## config.mk

```make
export PLATFORM = sky130hd
export DESIGN_NAME = pipeline_row_collector_flat
export DESIGN_NICKNAME = d
export VERILOG_FILES = /design/src/rtl/pipeline_row_collector_if.sv /design/src/rtl/pipeline_row_collector.sv /design/src/flat_wrapper.sv
export SDC_FILE = /design/constraint.sdc
export NUM_CORES = 2
export LEC_CHECK = 0
export ABC_AREA = 1
export CORE_ASPECT_RATIO = 0.8
export CORE_MARGIN = 3
export CORE_UTILIZATION = 51
export DETAILED_ROUTE_END_ITERATION = 12
export GPL_TIMING_DRIVEN = 0
export PLACE_DENSITY_LB_ADDON = 0.1
export SLEW_MARGIN = 25
export SYNTH_ARGS = -nofsm -noshare
export SYNTH_HDL_FRONTEND = slang
export SYNTH_SLANG_ARGS = --single-unit
```

## constraint.sdc

```tcl
create_clock -name clk -period 27.7 [get_ports clk]
set_clock_uncertainty 0.05 [all_clocks]
set_input_delay 4.155 -clock clk [delete_from_list [all_inputs] [get_ports clk]]
set_output_delay 4.155 -clock clk [all_outputs]
set_load 0.01 [all_outputs]
```

## src/rtl/pipeline_row_collector_if.sv

```systemverilog
// Result/row bus between the 4-array pipeline, the row collector and the
// downstream row consumer. The collector sits on the slave modport; the
// producer/consumer side (or a bench) uses the master modport.
interface pipeline_row_collector_if #(
   parameter int TILE_SIZE = 4,
   parameter int ACC_WIDTH = 32,
   parameter int SUM_WIDTH = 48,
   parameter int IDX_WIDTH = 8
);
   logic                                             start;
   logic                                             valid_out;
   logic [TILE_SIZE-1:0][TILE_SIZE-1:0][ACC_WIDTH-1:0] result_in;
   logic                                             row_valid_o;
   logic                                             row_ready_i;
   logic [SUM_WIDTH-1:0]                             row_sum_o;
   logic [IDX_WIDTH-1:0]                             row_idx_o;
   logic                                             busy;
   logic                                             job_done;
   logic                                             overrun;

   modport master (
      output start, valid_out, result_in, row_ready_i,
      input  row_valid_o, row_sum_o, row_idx_o, busy, job_done, overrun
   );

   modport slave (
      input  start, valid_out, result_in, row_ready_i,
      output row_valid_o, row_sum_o, row_idx_o, busy, job_done, overrun
   );
endinterface

```

## src/rtl/pipeline_row_collector.sv

```systemverilog
// pipeline_row_collector: reduces each result tile to per-row sums,
// accumulates them over STEPS_PER_BLOCK beats per row block and streams the
// finished rows downstream over valid/ready. One drain buffer holds the
// previous block while the next one accumulates.
// Optional feature: define ROW_COLLECT_SAT_EN to saturate accumulation to the
// signed SUM_WIDTH range (a saturation event also raises overrun); otherwise
// accumulation wraps modulo 2^SUM_WIDTH.
module pipeline_row_collector #(
   parameter int TILE_SIZE       = 4,
   parameter int ACC_WIDTH       = 32,
   parameter int SUM_WIDTH       = 48,
   parameter int STEPS_PER_BLOCK = 19,
   parameter int ROW_BLOCKS      = 10,
   parameter int IDX_WIDTH       = 8
) (
   input logic clk,
   input logic rst,
   pipeline_row_collector_if.slave bus
);
   localparam int BEAT_W = (STEPS_PER_BLOCK > 1) ? $clog2(STEPS_PER_BLOCK) : 1;
   localparam int BLK_W  = $clog2(ROW_BLOCKS + 1);
   localparam int PTR_W  = (TILE_SIZE > 1) ? $clog2(TILE_SIZE) : 1;

   localparam logic [1:0] S_IDLE = 2'd0;
   localparam logic [1:0] S_RUN  = 2'd1;
   localparam logic [1:0] S_LAST = 2'd2;

   logic [1:0]                  state;
   logic signed [SUM_WIDTH-1:0] acc      [TILE_SIZE];
   logic signed [SUM_WIDTH-1:0] next_sum [TILE_SIZE];
   logic signed [SUM_WIDTH-1:0] buf_sum  [TILE_SIZE];
   logic [IDX_WIDTH-1:0]        buf_base;
   logic                        buf_full;
   logic [PTR_W-1:0]            rd_ptr;
   logic [BEAT_W-1:0]           beat_cnt;
   logic [BLK_W-1:0]            blk_cnt;
   logic                        overrun_r;

   logic beat, blk_end, pop, pop_last, buf_free, done, start_acc;

   assign beat      = (state == S_RUN) && bus.valid_out;
   assign blk_end   = beat && (beat_cnt == BEAT_W'(STEPS_PER_BLOCK - 1));
   assign pop       = buf_full && bus.row_ready_i;
   assign pop_last  = pop && (rd_ptr == PTR_W'(TILE_SIZE - 1));
   // a block ending in the same cycle the last row leaves may take the buffer
   assign buf_free  = !buf_full || pop_last;
   assign done      = (state == S_LAST) && !buf_full;
   assign start_acc = bus.start && ((state == S_IDLE) || done);

`ifdef ROW_COLLECT_SAT_EN
   // wide enough that acc + rowsum cannot overflow before the clamp
   localparam int EXT_W = SUM_WIDTH + ACC_WIDTH + 1;
   localparam logic signed [EXT_W-1:0] SAT_MAX =
      {{(EXT_W-SUM_WIDTH+1){1'b0}}, {(SUM_WIDTH-1){1'b1}}};
   localparam logic signed [EXT_W-1:0] SAT_MIN =
      {{(EXT_W-SUM_WIDTH+1){1'b1}}, {(SUM_WIDTH-1){1'b0}}};
   logic [TILE_SIZE-1:0] sat_hit;

   // row reduction plus accumulate, clamped to the signed SUM_WIDTH range
   always_comb begin
      logic signed [EXT_W-1:0] ext;
      ext     = '0;
      sat_hit = '0;
      for (int i = 0; i < TILE_SIZE; i++) begin
         next_sum[i] = '0;
         ext = {{(EXT_W-SUM_WIDTH){acc[i][SUM_WIDTH-1]}}, acc[i]};
         for (int j = 0; j < TILE_SIZE; j++)
            ext = ext + {{(EXT_W-ACC_WIDTH){bus.result_in[i][j][ACC_WIDTH-1]}},
                         bus.result_in[i][j]};
         if (ext > SAT_MAX) begin
            next_sum[i] = SAT_MAX[SUM_WIDTH-1:0];
            sat_hit[i]  = 1'b1;
         end else if (ext < SAT_MIN) begin
            next_sum[i] = SAT_MIN[SUM_WIDTH-1:0];
            sat_hit[i]  = 1'b1;
         end else begin
            next_sum[i] = ext[SUM_WIDTH-1:0];
         end
      end
   end
`else
   // row reduction plus accumulate, wrapping modulo 2^SUM_WIDTH
   always_comb begin
      for (int i = 0; i < TILE_SIZE; i++) begin
         next_sum[i] = acc[i];
         for (int j = 0; j < TILE_SIZE; j++)
            next_sum[i] = next_sum[i] +
               {{(SUM_WIDTH-ACC_WIDTH){bus.result_in[i][j][ACC_WIDTH-1]}},
                bus.result_in[i][j]};
      end
   end
`endif

   // job sequencing: IDLE -> RUN -> LAST (drain) -> IDLE
   always_ff @(posedge clk) begin
      if (rst) begin
         state <= S_IDLE;
      end else begin
         case (state)
            S_IDLE: if (bus.start) state <= S_RUN;
            S_RUN:  if (blk_end && (blk_cnt == BLK_W'(ROW_BLOCKS - 1))) state <= S_LAST;
            S_LAST: if (!buf_full) state <= bus.start ? S_RUN : S_IDLE;
            default: state <= S_IDLE;
         endcase
      end
   end

   // row accumulators and beat/block counters
   always_ff @(posedge clk) begin
      if (rst) begin
         for (int i = 0; i < TILE_SIZE; i++) acc[i] <= '0;
         beat_cnt <= '0;
         blk_cnt  <= '0;
      end else if (start_acc) begin
         for (int i = 0; i < TILE_SIZE; i++) acc[i] <= '0;
         beat_cnt <= '0;
         blk_cnt  <= '0;
      end else if (beat) begin
         if (blk_end) begin
            for (int i = 0; i < TILE_SIZE; i++) acc[i] <= '0;
            beat_cnt <= '0;
            blk_cnt  <= blk_cnt + BLK_W'(1);
         end else begin
            for (int i = 0; i < TILE_SIZE; i++) acc[i] <= next_sum[i];
            beat_cnt <= beat_cnt + BEAT_W'(1);
         end
      end
   end

   // drain buffer: rows leave in order, a finished block loads when free
   always_ff @(posedge clk) begin
      if (rst) begin
         for (int i = 0; i < TILE_SIZE; i++) buf_sum[i] <= '0;
         buf_base <= '0;
         buf_full <= 1'b0;
         rd_ptr   <= '0;
      end else begin
         if (pop) begin
            if (pop_last) begin
               buf_full <= 1'b0;
               rd_ptr   <= '0;
            end else begin
               rd_ptr <= rd_ptr + PTR_W'(1);
            end
         end
         if (blk_end && buf_free) begin
            for (int i = 0; i < TILE_SIZE; i++) buf_sum[i] <= next_sum[i];
            buf_base <= IDX_WIDTH'(blk_cnt) * IDX_WIDTH'(TILE_SIZE);
            buf_full <= 1'b1;
            rd_ptr   <= '0;
         end
      end
   end

   // sticky overrun: a block finished with no room to park it
   always_ff @(posedge clk) begin
      if (rst) begin
         overrun_r <= 1'b0;
      end else if (start_acc) begin
         overrun_r <= 1'b0;
      end else begin
         if (blk_end && !buf_free) overrun_r <= 1'b1;
`ifdef ROW_COLLECT_SAT_EN
         if (beat && (|sat_hit)) overrun_r <= 1'b1;
`endif
      end
   end

   assign bus.row_valid_o = buf_full;
   assign bus.row_sum_o   = buf_sum[rd_ptr];
   assign bus.row_idx_o   = buf_base + IDX_WIDTH'(rd_ptr);
   assign bus.busy        = (state != S_IDLE) && !done;
   assign bus.job_done    = done;
   assign bus.overrun     = overrun_r;
endmodule
```

## src/flat_wrapper.sv

```systemverilog
// flat-port wrapper written by rule: the top's interface ports become plain ports
module pipeline_row_collector_flat 
#(
   parameter int TILE_SIZE       = 4,
   parameter int ACC_WIDTH       = 32,
   parameter int SUM_WIDTH       = 48,
   parameter int STEPS_PER_BLOCK = 19,
   parameter int ROW_BLOCKS      = 10,
   parameter int IDX_WIDTH       = 8
)
  (clk, rst, bus_start, bus_valid_out, bus_result_in, bus_row_ready_i, bus_row_valid_o, bus_row_sum_o, bus_row_idx_o, bus_busy, bus_job_done, bus_overrun);
  pipeline_row_collector_if #(.TILE_SIZE(TILE_SIZE), .ACC_WIDTH(ACC_WIDTH), .SUM_WIDTH(SUM_WIDTH), .IDX_WIDTH(IDX_WIDTH)) bus_i ();
  input logic clk;
  input logic rst;
  input wire logic [$bits(bus_i.start)-1:0] bus_start;
  input wire logic [$bits(bus_i.valid_out)-1:0] bus_valid_out;
  input wire logic [$bits(bus_i.result_in)-1:0] bus_result_in;
  input wire logic [$bits(bus_i.row_ready_i)-1:0] bus_row_ready_i;
  output wire logic [$bits(bus_i.row_valid_o)-1:0] bus_row_valid_o;
  output wire logic [$bits(bus_i.row_sum_o)-1:0] bus_row_sum_o;
  output wire logic [$bits(bus_i.row_idx_o)-1:0] bus_row_idx_o;
  output wire logic [$bits(bus_i.busy)-1:0] bus_busy;
  output wire logic [$bits(bus_i.job_done)-1:0] bus_job_done;
  output wire logic [$bits(bus_i.overrun)-1:0] bus_overrun;
  assign bus_i.start = bus_start;
  assign bus_i.valid_out = bus_valid_out;
  assign bus_i.result_in = bus_result_in;
  assign bus_i.row_ready_i = bus_row_ready_i;
  assign bus_row_valid_o = bus_i.row_valid_o;
  assign bus_row_sum_o = bus_i.row_sum_o;
  assign bus_row_idx_o = bus_i.row_idx_o;
  assign bus_busy = bus_i.busy;
  assign bus_job_done = bus_i.job_done;
  assign bus_overrun = bus_i.overrun;
  pipeline_row_collector #(.TILE_SIZE(TILE_SIZE), .ACC_WIDTH(ACC_WIDTH), .SUM_WIDTH(SUM_WIDTH), .STEPS_PER_BLOCK(STEPS_PER_BLOCK), .ROW_BLOCKS(ROW_BLOCKS), .IDX_WIDTH(IDX_WIDTH)) u_core (.clk(clk), .rst(rst), .bus(bus_i));
endmodule
```

* After elaboration in Yosys (flattened, before gate mapping) *
Memories as Yosys holds them, arrays and structs flattened. A register that Yosys moved wholly into a read port is not among the register bits.
Index checks and enable logic that the tools add are counted.

operators by class
  reductions and logical operators = 24
  add/subtract/negate cells = 20
  equality and inequality tests = 8
  order comparisons = 0
  divide/modulo/power cells = 0
  shift-type cells = 0
  bitwise logic cells = 16
  muxes and demuxes = 46
  $mul = 0

operators by type and width
  kind                   count
  $add A48 B48 Y48       16
  $mux W48               16
  $mux W1                22
  $or A1 B1 Y1           16
  $mux W2                6
  $logic_and A1 B1 Y1    10
  $add A6 B2 Y7          1
  $ne A2 B2 Y1 const B   3
  $pmux W2 S3            1
  $reduce_bool A2 Y1     3
  $add A5 B1 Y5 const B  1
  $eq A5 B5 Y1 const B   1
  $mux W5                1
  $add A4 B1 Y4 const B  1
  $eq A2 B2 Y1 const B   2
  $eq A4 B4 Y1 const B   1
  $reduce_and A2 Y1      2
  $reduce_or A2 Y1       2
  $logic_not A1 Y1       3
  $reduce_and A3 Y1      1
  $add A2 B1 Y2 const B  1
  $eq A2 B1 Y1 const B   1
  $logic_not A2 Y1       1
  $logic_or A1 B1 Y1     2

storage, ports and cells
  RAM bits = 384
  memories kept = 2
  bits in latches = 0
  output and inout bits = 60
  ROM bits = 0
  register bits = 19

memory list
  memory          depth  bits a word  read ports  clocked after memory_dff  wr ports  line                          source
  u_core.acc      4      48           4           0                         4         pipeline_row_collector.sv:29  logic signed [SUM_WIDTH-1:0] acc [TILE_SIZE];
  u_core.buf_sum  4      48           1           1                         4         pipeline_row_collector.sv:31  logic signed [SUM_WIDTH-1:0] buf_sum [TILE_SIZE];

* Depth between registers and ports, before layout *
  depth in word-level cells = 10
  depth in mapped cells = 21
  gate-level depth less buffers = 21

* Least setup slack after synthesis *
No wires, ideal clock.

  path type = in2reg
  start = input bus_valid_out
  end = memory u_core.buf_sum[0][0] (enable)
  path buffers = 0
  stages on the path = 4
  arrival time = 13.032 ns
  setup slack = 13.840 ns
  cell sequence = nand2_4 > inv_2 > nand2_4 > o21ai_1

RTL lines
  element      line                          source
  from (decl)  flat_wrapper.sv:16            input wire logic [$bits(bus_i.valid_out)-1:0] bus_valid_out;
  to (decl)    pipeline_row_collector.sv:31

==> results.md <==
* WL final at 141.0 mm
* # Post-CTS Setup Buffers at 0
* Final ANT Viol Nets at 0
* DR vias/cell at 4.875
* Depth of the most critical reg-to-reg path at 13
* Fmax at 120.6 MHz
* Routed len/inst at 17.53 um
* Register area share after synthesis at 26.81%
* Req. time, crit path at 27940 ps
* Pleak at 28.93 nW
* WS Path Type: input pin to flip-flop
* Slew @ Worst Pin at 1091 ps
* Status: complete, no violations
* Post-synthesis cell count at 6239
* Drt first pass iters at 6
* Worst hold path class: flip-flop to flip-flop
* Critical path arrival at 8540 ps
* Hold Vio Cnt, Final at 0
* Period utilisation layout at 29.93%
* Setup TNS at 0 ps
* Count of final setup violators at 0
* Gpl congestion at 0.9769
* Clock tree sinks at 405
* Clock root cell: clkbuf_16
* Largest net degree at the start of global routing at 49
* # resized after CTS at 0
* # fillers at 7995
* CTS Hold Bufs at 0
* Initial core utilization at 51.70%
* Worst Slack Setup Final at 19410 ps
* Share of layout cells above drive strength 1 at 2.372%
* Final design utilization at 62.32%
* Peak supply drop at 0.05095 mV
* Nets at 8039
* Warnings from Yosys at 0
* Residual DRC at 0
* Setup crit start kind: input pin
* Syn avg cell area at 7.146 um2
* Site Rows at 96
* Die W at 336.6 um
* Worst hold path depth at 2
* H-tree depth at 2
* Die area at 91030 um2
* Routed via count at 39220
* Die Height at 270.5 um
* Cell Area, Placed at 52150 um2
* Clk_lat worst skew at 620 ps
* Global-route wire length before repair at 212.8 mm
* Netlist cell types at 41
* CP Capture Type: flip-flop
* Unrepaired setup endpoints after global routing: no
* Max Slew Vio Count at 0
* Area Overhead vs Synth at 20.55%
* CTS Buf Count at 47
* Core Area at 86240 um2
* Crit path max fanout at 4
* Post-Place Worst Slack at 18800 ps
* Crit path time final at 8291 ps
* Vias in the first global route at 37530
* EDFF count, synth at 384
* PwrDens at 97.24 nW/um2
* Yosys reg bits at 405
* Total power at 5.227 mW
* Slew headroom at 26.51%
* Asr flop ratio synth at 0%
* Max Buffers Root-to-Sink at 3
* Mapped Area at 44580 um2
* Port bufs at 574
* Top-Level Pins at 577
* Clock-pin slew on the worst setup and hold paths at 60 ps
* Main synth FF type: edfxtp_1
* Iter 0 DRT Violations at 3467
* Max_cap viols at 0
* Post-route cell area at 53750 um2
* TritonCTS clock tree: yes
* Total gr overflow at 0
* Antenna violations before repair at 4
* HPWL Detailed at 122.3 mm
* GRT Util Overall at 30.67%
## report_power, final
| group | total [mW] | leakage, nW | internal (mW) | switching [mW] |
|---|---|---|---|---|
| logic | 3.82 | 23.9 | 1.15 | 2.67 |
| clock network | 0.656 | 0.760 | 0.377 | 0.279 |
| registers | 0.755 | 4.23 | 0.734 | 0.0210 |
| total | 5.23 | 28.9 | 2.26 | 2.97 |
## path summary, 6_finish.rpt
check / startpoint / end / slack (ps)
hold / removal: u_core.buf_base[3] / u_core.buf_base[3] / 420
setup / recovery: bus_result_in[385] / u_core.buf_sum[3][25] / 19410
setup reg to reg: u_core.acc[3][1] / u_core.buf_sum[3][25] / 24080
hold reg to reg: u_core.buf_base[3] / u_core.buf_base[3] / 420
## metal layers
metal / wire length, um / vias to the layer above / track usage [%]
li1: - / 19330 / -
met1: 63100 / 18190 / 45.19
met2: 59930 / 1529 / 46.25
met3: 14930 / 157 / 7.140
met4: 2904 / 6 / 6.207
met5: 117 / - / 0
## worst max-delay path, cell delays in order
cell and delay (ps):
clkdlybuf4s50_1 460, inv_1 60, fa_1 570, fa_1 460
fa_1 500, inv_1 50, ha_1 260, fa_1 520
nand2_1 120, nand2_1 90, nand3_1 110, nand2_1 140
nand2_1 90, nand3_1 240, xnor2_1 520, nor2_1 180
## cell type report
class / instances / area [um2] / share of cell area, %
Clock inverter: 27 / 295.3 / 0.5494
Antenna cell: 3 / 7.507 / 0.01397
Timing Repair Buffer: 588 / 6111 / 11.37
Multi-Input combinational cell: 3748 / 24700 / 45.97
Tap cell: 1127 / 1410 / 2.624
Clock buffer: 59 / 1284 / 2.388
Buffer: 75 / 427.9 / 0.7962
Inverter: 2012 / 7555 / 14.06
Sequential cell: 405 / 11950 / 22.24
## cells by family (layout without fill, tap and decap cells)
kind of cell / count (synthesis) / after routing / share of synthesized area, %
AND/OR/NAND/NOR: 2679 / 2679 / 23.80
buffers and inverters: 2087 / 2761 / 17.90
adder cells (fa/ha/maj): 645 / 645 / 25.58
AO/OA/AOI/OAI: 313 / 313 / 3.766
other: 1 / 5 / 0.008411
flip-flops: 405 / 405 / 26.81
XOR/XNOR: 109 / 109 / 2.141
## per-stage QoR
| step | cells | hold WS (ps) |
|---|---|---|
| floorplan | 6240 | 410.8 |
| global placement | 7941 | 403.0 |
| detailed placement | 7955 | 408.6 |
| CTS | 8041 | 419.6 |
| global route | 8041 | 459.2 |
| finish | 8044 | 424.4 |
## registers in the layout, indices dropped and copies added (netlist names), named ones only
signal                  flops
u_core.rd_ptr               2
u_core.state                2
u_core.buf_sum            192
u_core.acc                192
u_core.blk_cnt              4
u_core.beat_cnt             5
u_core.buf_base             4
u_core.bus.overrun          1
u_core.bus.row_valid_o      1
## Yosys cell counts (2+ instances only)
library cell,number,area share [%]
clkbuf_1,40,0.34
o21bai_1,12,0.20
nand3_2,2,0.045
a31oi_1,8,0.11
buf_2,18,0.20
nor2_2,10,0.14
xor2_1,13,0.26
o21ai_0,112,1.3
nor4_1,6,0.084
inv_2,2,0.017
o22ai_1,52,0.73
ha_1,201,5.6
dfxtp_1,21,0.94
inv_1,2008,17
a21oi_1,125,1.4
nand4_1,30,0.42
xnor2_1,96,1.9
nand2_4,2,0.051
edfxtp_1,384,26
nand3b_1,13,0.22
nand2_1,1587,13
nor2_1,813,6.8
buf_6,14,0.35
fa_1,444,20
buf_4,2,0.034
nor3_1,25,0.28
nand3_1,175,2.0
nor2_4,11,0.28
## layout by cell type (no fill, tap or decap), drive strengths merged
cell type | synthesis | layout
a211oi | 1 | 1
a21oi | 125 | 125
a31oi | 8 | 8
and2 | 1 | 1
and3 | 1 | 1
buf | 35 | 49
bufinv | 0 | 5
clkbuf | 40 | 99
clkdlybuf4s50 | 0 | 574
clkinv | 1 | 13
clkinvlp | 0 | 6
conb | 1 | 2
dfxtp | 21 | 21
diode | 0 | 3
edfxtp | 384 | 384
fa | 444 | 444
ha | 201 | 201
inv | 2011 | 2015
nand2 | 1589 | 1589
nand3 | 178 | 178
nand3b | 13 | 13
nand4 | 30 | 30
nor2 | 834 | 834
nor3 | 26 | 26
nor3b | 1 | 1
nor4 | 6 | 6
o211ai | 1 | 1
o21a | 1 | 1
o21ai | 113 | 113
o21bai | 12 | 12
o22ai | 52 | 52
xnor2 | 96 | 96
xor2 | 13 | 13
(Power assumes the default switching activity.)
